<file path="config.mk">
export PLATFORM = sky130hd
export DESIGN_NAME = ibex_instr_bus_arbiter
export DESIGN_NICKNAME = d
export VERILOG_FILES = /design/src/rtl/ibex_instr_bus_arbiter.sv
export SDC_FILE = /design/constraint.sdc
export NUM_CORES = 1
export LEC_CHECK = 0
export ABC_AREA = 1
export BUFFER_PORTS_ARGS = -buffer_cell sky130_fd_sc_hd__buf_2
export CAP_MARGIN = 20
export CORE_AREA = 2 2 68 70
export DETAILED_ROUTE_END_ITERATION = 16
export DIE_AREA = 0 0 70 72
export GPL_ROUTABILITY_DRIVEN = 1
export PLACE_DENSITY = 0.86
export REMOVE_ABC_BUFFERS = 1
export SLEW_MARGIN = 20
export SYNTH_ARGS = -nofsm -noshare
export SYNTH_HDL_FRONTEND = slang
export SYNTH_SLANG_ARGS = --single-unit
</file>
<file path="constraint.sdc">
create_clock -name clk_i -period 5.4 [get_ports clk_i]
set_clock_uncertainty 0.1 [all_clocks]
set_input_delay 0 -clock clk_i [delete_from_list [all_inputs] [get_ports clk_i]]
set_output_delay 0 -clock clk_i [all_outputs]
set_load 0.01 [all_outputs]
</file>
<file path="src/rtl/ibex_instr_bus_arbiter.sv">
// Two-host arbiter for the shared instruction fetch port (req/gnt/rvalid, in-order responses).
// Owners of granted requests are queued so each response returns to the host that issued it.
module ibex_instr_bus_arbiter #(
  parameter int unsigned NumOutstanding = 2,
  parameter bit          RoundRobin     = 1'b1
) (
  input  logic             clk_i,
  input  logic             rst_ni,
  input  logic [1:0]       host_req_i,
  input  logic [1:0][31:0] host_addr_i,
  output logic [1:0]       host_gnt_o,
  output logic [1:0]       host_rvalid_o,
  output logic [31:0]      host_rdata_o,
  output logic             host_err_o,
  output logic             instr_req_o,
  input  logic             instr_gnt_i,
  output logic [31:0]      instr_addr_o,
  input  logic             instr_rvalid_i,
  input  logic [31:0]      instr_rdata_i,
  input  logic             instr_err_i,
  output logic             busy_o
);

  localparam int unsigned CntW = $clog2(NumOutstanding + 1);
  localparam int unsigned PtrW = (NumOutstanding > 1) ? $clog2(NumOutstanding) : 1;

  logic [CntW-1:0] count_q, count_d;
  logic [PtrW-1:0] rd_ptr_q, wr_ptr_q;
  logic            fifo_q [NumOutstanding];
  logic            lock_q, lock_sel_q, last_q;
  logic            sel, pri, full, push, pop, head;

  assign pri = ~last_q;

  always_comb begin
    sel = 1'b0;
    if (lock_q) begin
      sel = lock_sel_q;
    end else if (RoundRobin) begin
      if (host_req_i[pri])       sel = pri;
      else if (host_req_i[~pri]) sel = ~pri;
      else                       sel = pri;
    end else begin
      sel = ~host_req_i[0] & host_req_i[1];
    end
  end

  // No bypass: a response arriving while full frees a slot only from the next cycle.
  assign full         = (count_q == CntW'(NumOutstanding));
  assign instr_req_o  = host_req_i[sel] & ~full;
  assign instr_addr_o = host_addr_i[sel];
  assign push         = instr_req_o & instr_gnt_i;
  assign pop          = instr_rvalid_i & (count_q != '0);
  assign head         = fifo_q[rd_ptr_q];

  assign host_gnt_o    = push ? (sel ? 2'b10 : 2'b01) : 2'b00;
  assign host_rvalid_o = pop ? (head ? 2'b10 : 2'b01) : 2'b00;
  assign host_rdata_o  = instr_rdata_i;
  assign host_err_o    = instr_err_i;
  assign busy_o        = (count_q != '0) | instr_req_o;

  always_comb begin
    count_d = count_q;
    if (push && !pop)      count_d = count_q + CntW'(1);
    else if (pop && !push) count_d = count_q - CntW'(1);
  end

  always_ff @(posedge clk_i or negedge rst_ni) begin
    if (!rst_ni) begin
      count_q    <= '0;
      rd_ptr_q   <= '0;
      wr_ptr_q   <= '0;
      lock_q     <= 1'b0;
      lock_sel_q <= 1'b0;
      last_q     <= 1'b1;
      for (int i = 0; i < NumOutstanding; i++) fifo_q[i] <= 1'b0;
    end else begin
      count_q <= count_d;
      // Lock holds the selection (and thus the address) until granted; it also
      // falls away if the locked host withdraws, since instr_req_o is then low.
      lock_q  <= instr_req_o & ~instr_gnt_i;
      if (instr_req_o && !instr_gnt_i) lock_sel_q <= sel;
      if (push) begin
        last_q           <= sel;
        fifo_q[wr_ptr_q] <= sel;
        wr_ptr_q <= (wr_ptr_q == PtrW'(NumOutstanding - 1)) ? '0 : wr_ptr_q + PtrW'(1);
      end
      if (pop) begin
        rd_ptr_q <= (rd_ptr_q == PtrW'(NumOutstanding - 1)) ? '0 : rd_ptr_q + PtrW'(1);
      end
    end
  end

  stray_rvalid_a: assert property (@(posedge clk_i) disable iff (!rst_ni)
    instr_rvalid_i |-> (count_q != '0));

  lock_drop_a: assert property (@(posedge clk_i) disable iff (!rst_ni)
    lock_q |-> host_req_i[lock_sel_q]);

endmodule
</file>
==> results.json, run 1 <==
{
  "cts_made_buffers": 3,
  "crit_required_ns": 5.42,
  "grt_pass1_wl_mm": 7.210,
  "power_leakage_nw": 1.185,
  "cts_root_buf": "clkbuf_8",
  "path_delay_family": "simple AND/OR/NAND/NOR gates",
  "r2r-end": "count_q[1]$_DFFE_PN0P_",
  "synthArstFlopShare": 1.000,
  "clkSinkCount": 9,
  "fmax_ghz": 0.4308,
  "pwr-share-clk": 0.103,
  "yosys-top-cells-area": "nand2_1 (36%), buf_4 (23%), dfrtp_1 (17%)",
  "start_util": 0.2773,
  "grt_usage": 0.1870,
  "most-common-layout-cells": "nand2_1 (112), buf_2 (107), dlygate4sd3_1 (35), inv_1 (11), dfrtp_1 (8)",
  "synth_top_cell_by_area": "nand2_1",
  "worstSetupEndpointType": "flip-flop",
  "swShare": 0.5237,
  "cts-htree-levels": 1,
  "regToRegStartpoint": "last_q$_DFFE_PN1N_",
  "wl_per_cell_um": 14.33,
  "synthFlopType": "dfrtp_1",
  "cp_max_fo": 35,
  "final.setup.worst_slack_ns": 3.079,
  "fin_hold_ws_ns": 0.03999,
  "fp.dieArea_um2": 5040,
  "die_x_um": 70,
  "place_congestion": 0.7647,
  "synth_edf_count": 0,
  "wl_mm": 5.173,
  "drtPass1Iterations": 4,
  "drc": 0,
  "cap_violations": 0,
  "synth.distinct_cells": 22,
  "crit_buf_inv": 0,
  "ys_warn_count": 0,
  "cellPowerDensity_nw_per_um2": 409.1,
  "grt_max_degree": 38,
  "tightest_slew_ns": 0.5828,
  "cp_slowest_cell": "dfstp_2",
  "ir_worst_vdd_uv": 136.5,
  "core_um2": 4264,
  "combPwrFrac": 0.735,
  "p_int_uw": 369.6,
  "netlist.area_leader.share": 0.3556,
  "post_dp_cell_area_um2": 1498,
  "setup_tns_ns": 0,
  "drt-vias-per-instance": 4.343,
  "layoutNonFillerInstCount": 361,
  "cts_max_path_buffers": 2,
  "grt_pass1_vias": 1339,
  "ant_nets": 0,
  "crit_top_cell": "nand2_2",
  "cts_tree": "done",
  "vias": 1568,
  "period_needed_ns": 2.321,
  "regToRegSetupSlack_ns": 3.08,
  "finalSetupViolCount": 0,
  "area_growth_pct": 60.42,
  "dp.cells": 321,
  "slew-limit-headroom": 0.6073,
  "hold_violations": 0,
  "switchingPower_uw": 406.4,
  "critical_path.max_stage_delay_ns": 0.54,
  "port_buffers": 107,
  "antenna_found_initial": 0,
  "clock_latency_ns": 0.24,
  "dpl_worst_slack_ns": 3.139,
  "drv_slew": 0,
  "hp-class": "in2async",
  "ys_ff_latch": 9,
  "row_count": 24,
  "die_h_um": 72,
  "power.sequential.fraction": 0.163,
  "rsz0062_at_grt": "no",
  "final_common_cell": "nand2_1",
  "n_fill_cell": 405,
  "startpoint_type": "flip-flop",
  "fin_crit_sh": 0.4299,
  "overflow": 0,
  "yosysSeqAreaShare": 0.1915,
  "avgSynthCellArea_um2": 5.883,
  "fin_nets": 413,
  "path_class": "reg2reg",
  "post-dp-hpwl_mm": 3.554,
  "ios": 174,
  "r2r_cells": 11,
  "path_cells": "nor2_1 > nor2_2 > nand2_2 > nand2_4 > nand2_2 > nand3_4 > nor2_8 > ha_1 > a21oi_1 > o21ai_0 > xor2_1",
  "cts.repair.resized": 0,
  "fin_area_um2": 1897,
  "drt-initial-drc-count": 68,
  "clk_pin_slew_ns": 0.05,
  "cp.arrival_ns": 2.34,
  "synth_cells": 201,
  "synth_area_um2": 1182,
  "status": "complete, no violations",
  "drive_gt1_frac": 0.3961
}
[Yosys cell counts, types with 2 or more instances]
| cell type | count |
|---|---|
| buf_2 | 3 |
| buf_4 | 36 |
| dfrtp_1 | 8 |
| inv_1 | 11 |
| inv_2 | 2 |
| nand2_1 | 112 |
| nand2_2 | 2 |
| nand3_1 | 5 |
| nand4_1 | 2 |
| nor2_1 | 4 |
| o21ai_0 | 4 |
| xor2_1 | 2 |
[cell families after synthesis]
| logic type | synth area share |
|---|---|
| buffers and inverters | 0.2825 |
| adders and majority gates | 0.01058 |
| AOI/OAI and AO/OA | 0.02116 |
| DFF | 0.1915 |
| xor gates and xnor gates | 0.02223 |
| and+or+nand+nor | 0.4720 |
[worst max-delay path by stage]
| stage | slack, ns | from | cells after the start | end |
|---|---|---|---|---|
| 5_1_grt | 2.93 | last_q$_DFFE_PN1N_ | 11 | count_q[1]$_DFFE_PN0P_ |
| 3_3_place_gp | 3.23 | last_q$_DFFE_PN1N_ | 11 | count_q[1]$_DFFE_PN0P_ |
| 3_5_place_dp | 3.14 | last_q$_DFFE_PN1N_ | 11 | count_q[1]$_DFFE_PN0P_ |
| 6_report | 3.08 | last_q$_DFFE_PN1N_ | 11 | count_q[1]$_DFFE_PN0P_ |
| 2_1_floorplan | 3.34 | last_q$_DFFE_PN1N_ | 11 | count_q[1]$_DFFE_PN0P_ |
| 4_1_cts | 3.13 | last_q$_DFFE_PN1N_ | 11 | count_q[1]$_DFFE_PN0P_ |
[what timing repair did]
| item | CTS | global route |
|---|---|---|
| buffers inserted | 0 | 0 |
| hold endpoints to repair | 43 | 0 |
| endpoints found under the setup margin | 0 | 0 |
| hold buffers | 35 | 0 |
[flip-flops by register name, indices dropped and copies added (netlist names)]
signal,count
count_q,2
fifo_q,2
last_q,1
lock_q,1
lock_sel_q,1
rd_ptr_q,1
wr_ptr_q,1
[power groups by stage]
stage	Clock, mW	Combinational, mW	Sequential [mW]
finish	0.0796	0.570	0.126
global route	0.0845	0.634	0.131
CTS	0.0801	0.566	0.125
detailed placement	0	0.532	0.126
global placement	0	0.520	0.123
floorplan	0	0.338	0.121
[stage by stage]
| stage | power [mW] | utilization |
|---|---|---|
| 3_5_place_dp | 0.6580 | 0.3512 |
| 3_3_place_gp | 0.6427 | 0.3512 |
| 6_report | 0.7760 | 0.4448 |
| 4_1_cts | 0.7706 | 0.4442 |
| 2_1_floorplan | 0.4587 | - |
| 5_1_grt | 0.8494 | 0.4442 |
[layer usage]
metal  GRT usage  vias to the layer above  part of all wire
met2      0.2921                       82              0.48
met3     0.04583                        5             0.080
met5           0                        -                 0
met1      0.2559                      699              0.43
li1            -                      782                 -
met4     0.05769                        0             0.012
[layout make-up]
| type | count | area [µm²] | area share |
|---|---|---|---|
| clock inverters | 1 | 5.005 | 0.002639 |
| diodes | 1 | 2.502 | 0.001319 |
| repair buffers | 142 | 885.9 | 0.4670 |
| multi-input cells | 140 | 621.8 | 0.3278 |
| clock buffers | 3 | 41.29 | 0.02177 |
| well taps | 52 | 65.06 | 0.03430 |
| inverters | 13 | 48.80 | 0.02573 |
| flip-flops and latches | 9 | 226.5 | 0.1194 |
Power figures use the tool's default switching activity.
==> run 2: changes to the inputs <==
- ABC_AREA: 1 -> 0
- CORE_AREA: 2 2 68 70 -> unset
- CORE_MARGIN: unset -> 1
- CORE_UTILIZATION: unset -> 27
- DIE_AREA: 0 0 70 72 -> unset
- PLACE_DENSITY: 0.86 -> 0.88
- clock period: 5.4 -> 2.1 ns (I/O delays scaled with it)
==> run 2 against run 1 <==
Compared with the run above:
- synthesized cell count fell by 44%
- final cell count down 24%
- largest power group unchanged
- critical path depth is 6 lower
- clock power rose by 150%
- routed wire length decreased by 7.9%
- critical endpoint is now instr_addr_o[8]
- sequential share of layout area unchanged
- sequential power grew to 2.9 times the previous value
- core utilization is 2.3 points higher
- highest routed layer unchanged
==> results.json, run 2 <==
{
  "r2r_cells": 7,
  "antenna-diode-count": 0,
  "status": "complete, no violations",
  "ios": 174,
  "cts_root_buf": "clkbuf_8",
  "post_dp_cell_area_um2": 1500,
  "power_leakage_nw": 0.9659,
  "met1_usage": 0.2558,
  "ant_nets": 0,
  "final_common_cell": "buf_2",
  "fmax_ghz": 0.5124,
  "path_class": "reg2out",
  "start_util": 0.2862,
  "cts_made_buffers": 3,
  "cp.arrival_ns": 1.85,
  "port_buffers": 107,
  "cellPowerDensity_nw_per_um2": 918.4,
  "period_needed_ns": 1.952,
  "drt-vias-per-instance": 4.560,
  "wl_mm": 4.764,
  "synth_commonest_cells": "buf_4 (33), mux2_2 (30), dfrtp_1 (8)",
  "drt-initial-drc-count": 14,
  "cts_max_path_buffers": 2,
  "vias": 1254,
  "clock_latency_ns": 0.23,
  "grt_max_degree": 24,
  "yosys-top-cells-area": "mux2_2 (29%), buf_4 (21%), dfrtp_1 (17%)",
  "setup_tns_ns": 0,
  "grt_pass1_vias": 1189,
  "seq_area_um2": 226.5,
  "yosysMostFrequentCell": "buf_4",
  "regToRegSetupSlack_ns": 0.15,
  "die_x_um": 67.58,
  "cts_tree": "done",
  "synth_cells": 112,
  "row_count": 23,
  "fin_crit_sh": 0.9294,
  "synthArstFlopShare": 1.000,
  "met3_usage": 0.06419,
  "overflow": 0,
  "clk_pin_slew_ns": 0.05,
  "drc": 0,
  "wl_per_cell_um": 17.32,
  "cts_setup_buffers": 0,
  "cap_violations": 0,
  "avgSynthCellArea_um2": 10.37,
  "top_usage_layer": "met2",
  "startpoint_type": "flip-flop",
  "path_cells": "o21bai_1 > o2bb2ai_4 > buf_4 > mux2_2 > buf_2",
  "antenna_found_initial": 0,
  "cp_max_fo": 23,
  "multiInputGateArea_um2": 638.1,
  "regToRegStartpoint": "lock_q$_DFF_PN0_",
  "critical_path.max_stage_delay_ns": 0.55,
  "ys_warn_count": 0,
  "tightest_slew_ns": 0.3472,
  "cts_hold_buf": 35,
  "crit_cells": 5,
  "cp_slowest_cell": "dfstp_2",
  "finalPower_mw": 1.742,
  "die_h_um": 67.58,
  "most-common-layout-cells": "buf_2 (107), dlygate4sd3_1 (35), mux2_2 (30), dfrtp_1 (8)",
  "ys_ff_latch": 9,
  "ir_worst_vdd_uv": 321.6,
  "crit_buf_inv": 2,
  "area_growth_pct": 63.36,
  "place_congestion": 0.7519,
  "largest_registers": "count_q x2, fifo_q x2",
  "yosysSeqAreaShare": 0.1950,
  "synth_area_um2": 1161,
  "fin_nets": 330,
  "netlist.area_leader.share": 0.2909,
  "core_um2": 4058,
  "synth.distinct_cells": 25,
  "path_delay_family": "flip-flops",
  "post-dp-hpwl_mm": 3.370,
  "hp-class": "in2async",
  "fin_area_um2": 1897,
  "hold_violations": 0,
  "drive_gt1_frac": 0.6844,
  "rsz0062_at_grt": "no",
  "cts-htree-levels": 1,
  "fp.dieArea_um2": 4566,
  "r2r-end": "count_q[1]$_DFFE_PN0P_",
  "grt_usage": 0.1973,
  "cts.repair.resized": 0,
  "met2_usage": 0.2958,
  "slew-limit-headroom": 0.7684,
  "worstSetupStartpoint": "last_q$_DFFE_PN1N_",
  "synth_edf_count": 0,
  "drtPass1Iterations": 4,
  "synth_top_cell_by_area": "mux2_2",
  "synthFlopType": "dfrtp_1",
  "critPathCapture": "instr_addr_o[8]",
  "drv_slew": 0,
  "clkSinkCount": 9,
  "fin_hold_ws_ns": 0.04912,
  "crit_required_ns": 2.00,
  "grt_pass1_wl_mm": 6.306,
  "finalSetupViolCount": 0,
  "worstSetupEndpointType": "output pin",
  "n_fill_cell": 371
}
## run 2: cell count changes after synthesis, moves of 3 or more
cell     before  now
nand3_1       5    0
mux2_2        0   30
buf_6         0    3
nand2_1     112    1
inv_1        11    4
buf_2         3    0
buf_4        36   33
## run 2: worst min path at each step
stage	startpoint	endpoint	slack, ns	depth (start not counted)
floorplan	rst_ni	count_q[0]$_DFFE_PN0P_	-0.40	0
global placement	rst_ni	fifo_q[0]$_DFFE_PN0P_	-0.24	1
detailed placement	rst_ni	rd_ptr_q$_DFFE_PN0P_	-0.24	1
CTS	rst_ni	wr_ptr_q$_DFFE_PN0N_	0.05	2
global route	rst_ni	fifo_q[0]$_DFFE_PN0P_	0.06	2
finish	rst_ni	fifo_q[0]$_DFFE_PN0P_	0.05	2
## run 2: area by class of cell
type,count,area share
Sequential cell,9,0.1194
Clock buffer,3,0.02177
Inverter,4,0.007916
Tap cell,50,0.03298
Clock inverter,1,0.002639
Timing Repair Buffer,145,0.4789
Multi-Input combinational cell,63,0.3364
## run 2: logic make-up after synthesis
| kind of cell | share of synthesized area |
|---|---|
| compound gates | 0.1196 |
| xor+xnor | 0.03772 |
| fa+ha+maj | 0.01077 |
| buf+inv | 0.2554 |
| flops | 0.1950 |
| mux | 0.3341 |
| simple gates | 0.04741 |
## run 2: worst reg2reg max path: stages (launching register included)
cell and delay, ns:
dfrtp_1 0.43, or3b_4 0.44, o2111ai_4 0.19, inv_1 0.09, ha_1 0.20, xor2_1 0.15
nor2_1 0.13, xor2_1 0.15
## run 2: layer usage
layer / share of wire / up-vias / wire, µm
met5: 0 / - / 0
met4: 0.016 / 0 / 76
met3: 0.096 / 6 / 456
met2: 0.47 / 79 / 2228
met1: 0.42 / 589 / 2002
li1: - / 580 / -
## run 2: where the power goes
part	switching, mW	leakage (nW)	total [mW]	internal (mW)
combinational	0.559	0.835	1.18	0.623
clock	0.0682	0.0255	0.198	0.129
sequential	0.0929	0.105	0.362	0.269
## run 2: through the flow
step | util | setup slack (ns) | cells
after detailed placement | 0.3697 | 0.1969 | 236
after floorplan | - | 0.2941 | 76
final | 0.4675 | 0.1483 | 275
after global routing | 0.4675 | 0.06285 | 275
after global placement | 0.3697 | 0.2615 | 236
after CTS | 0.4675 | 0.1290 | 275
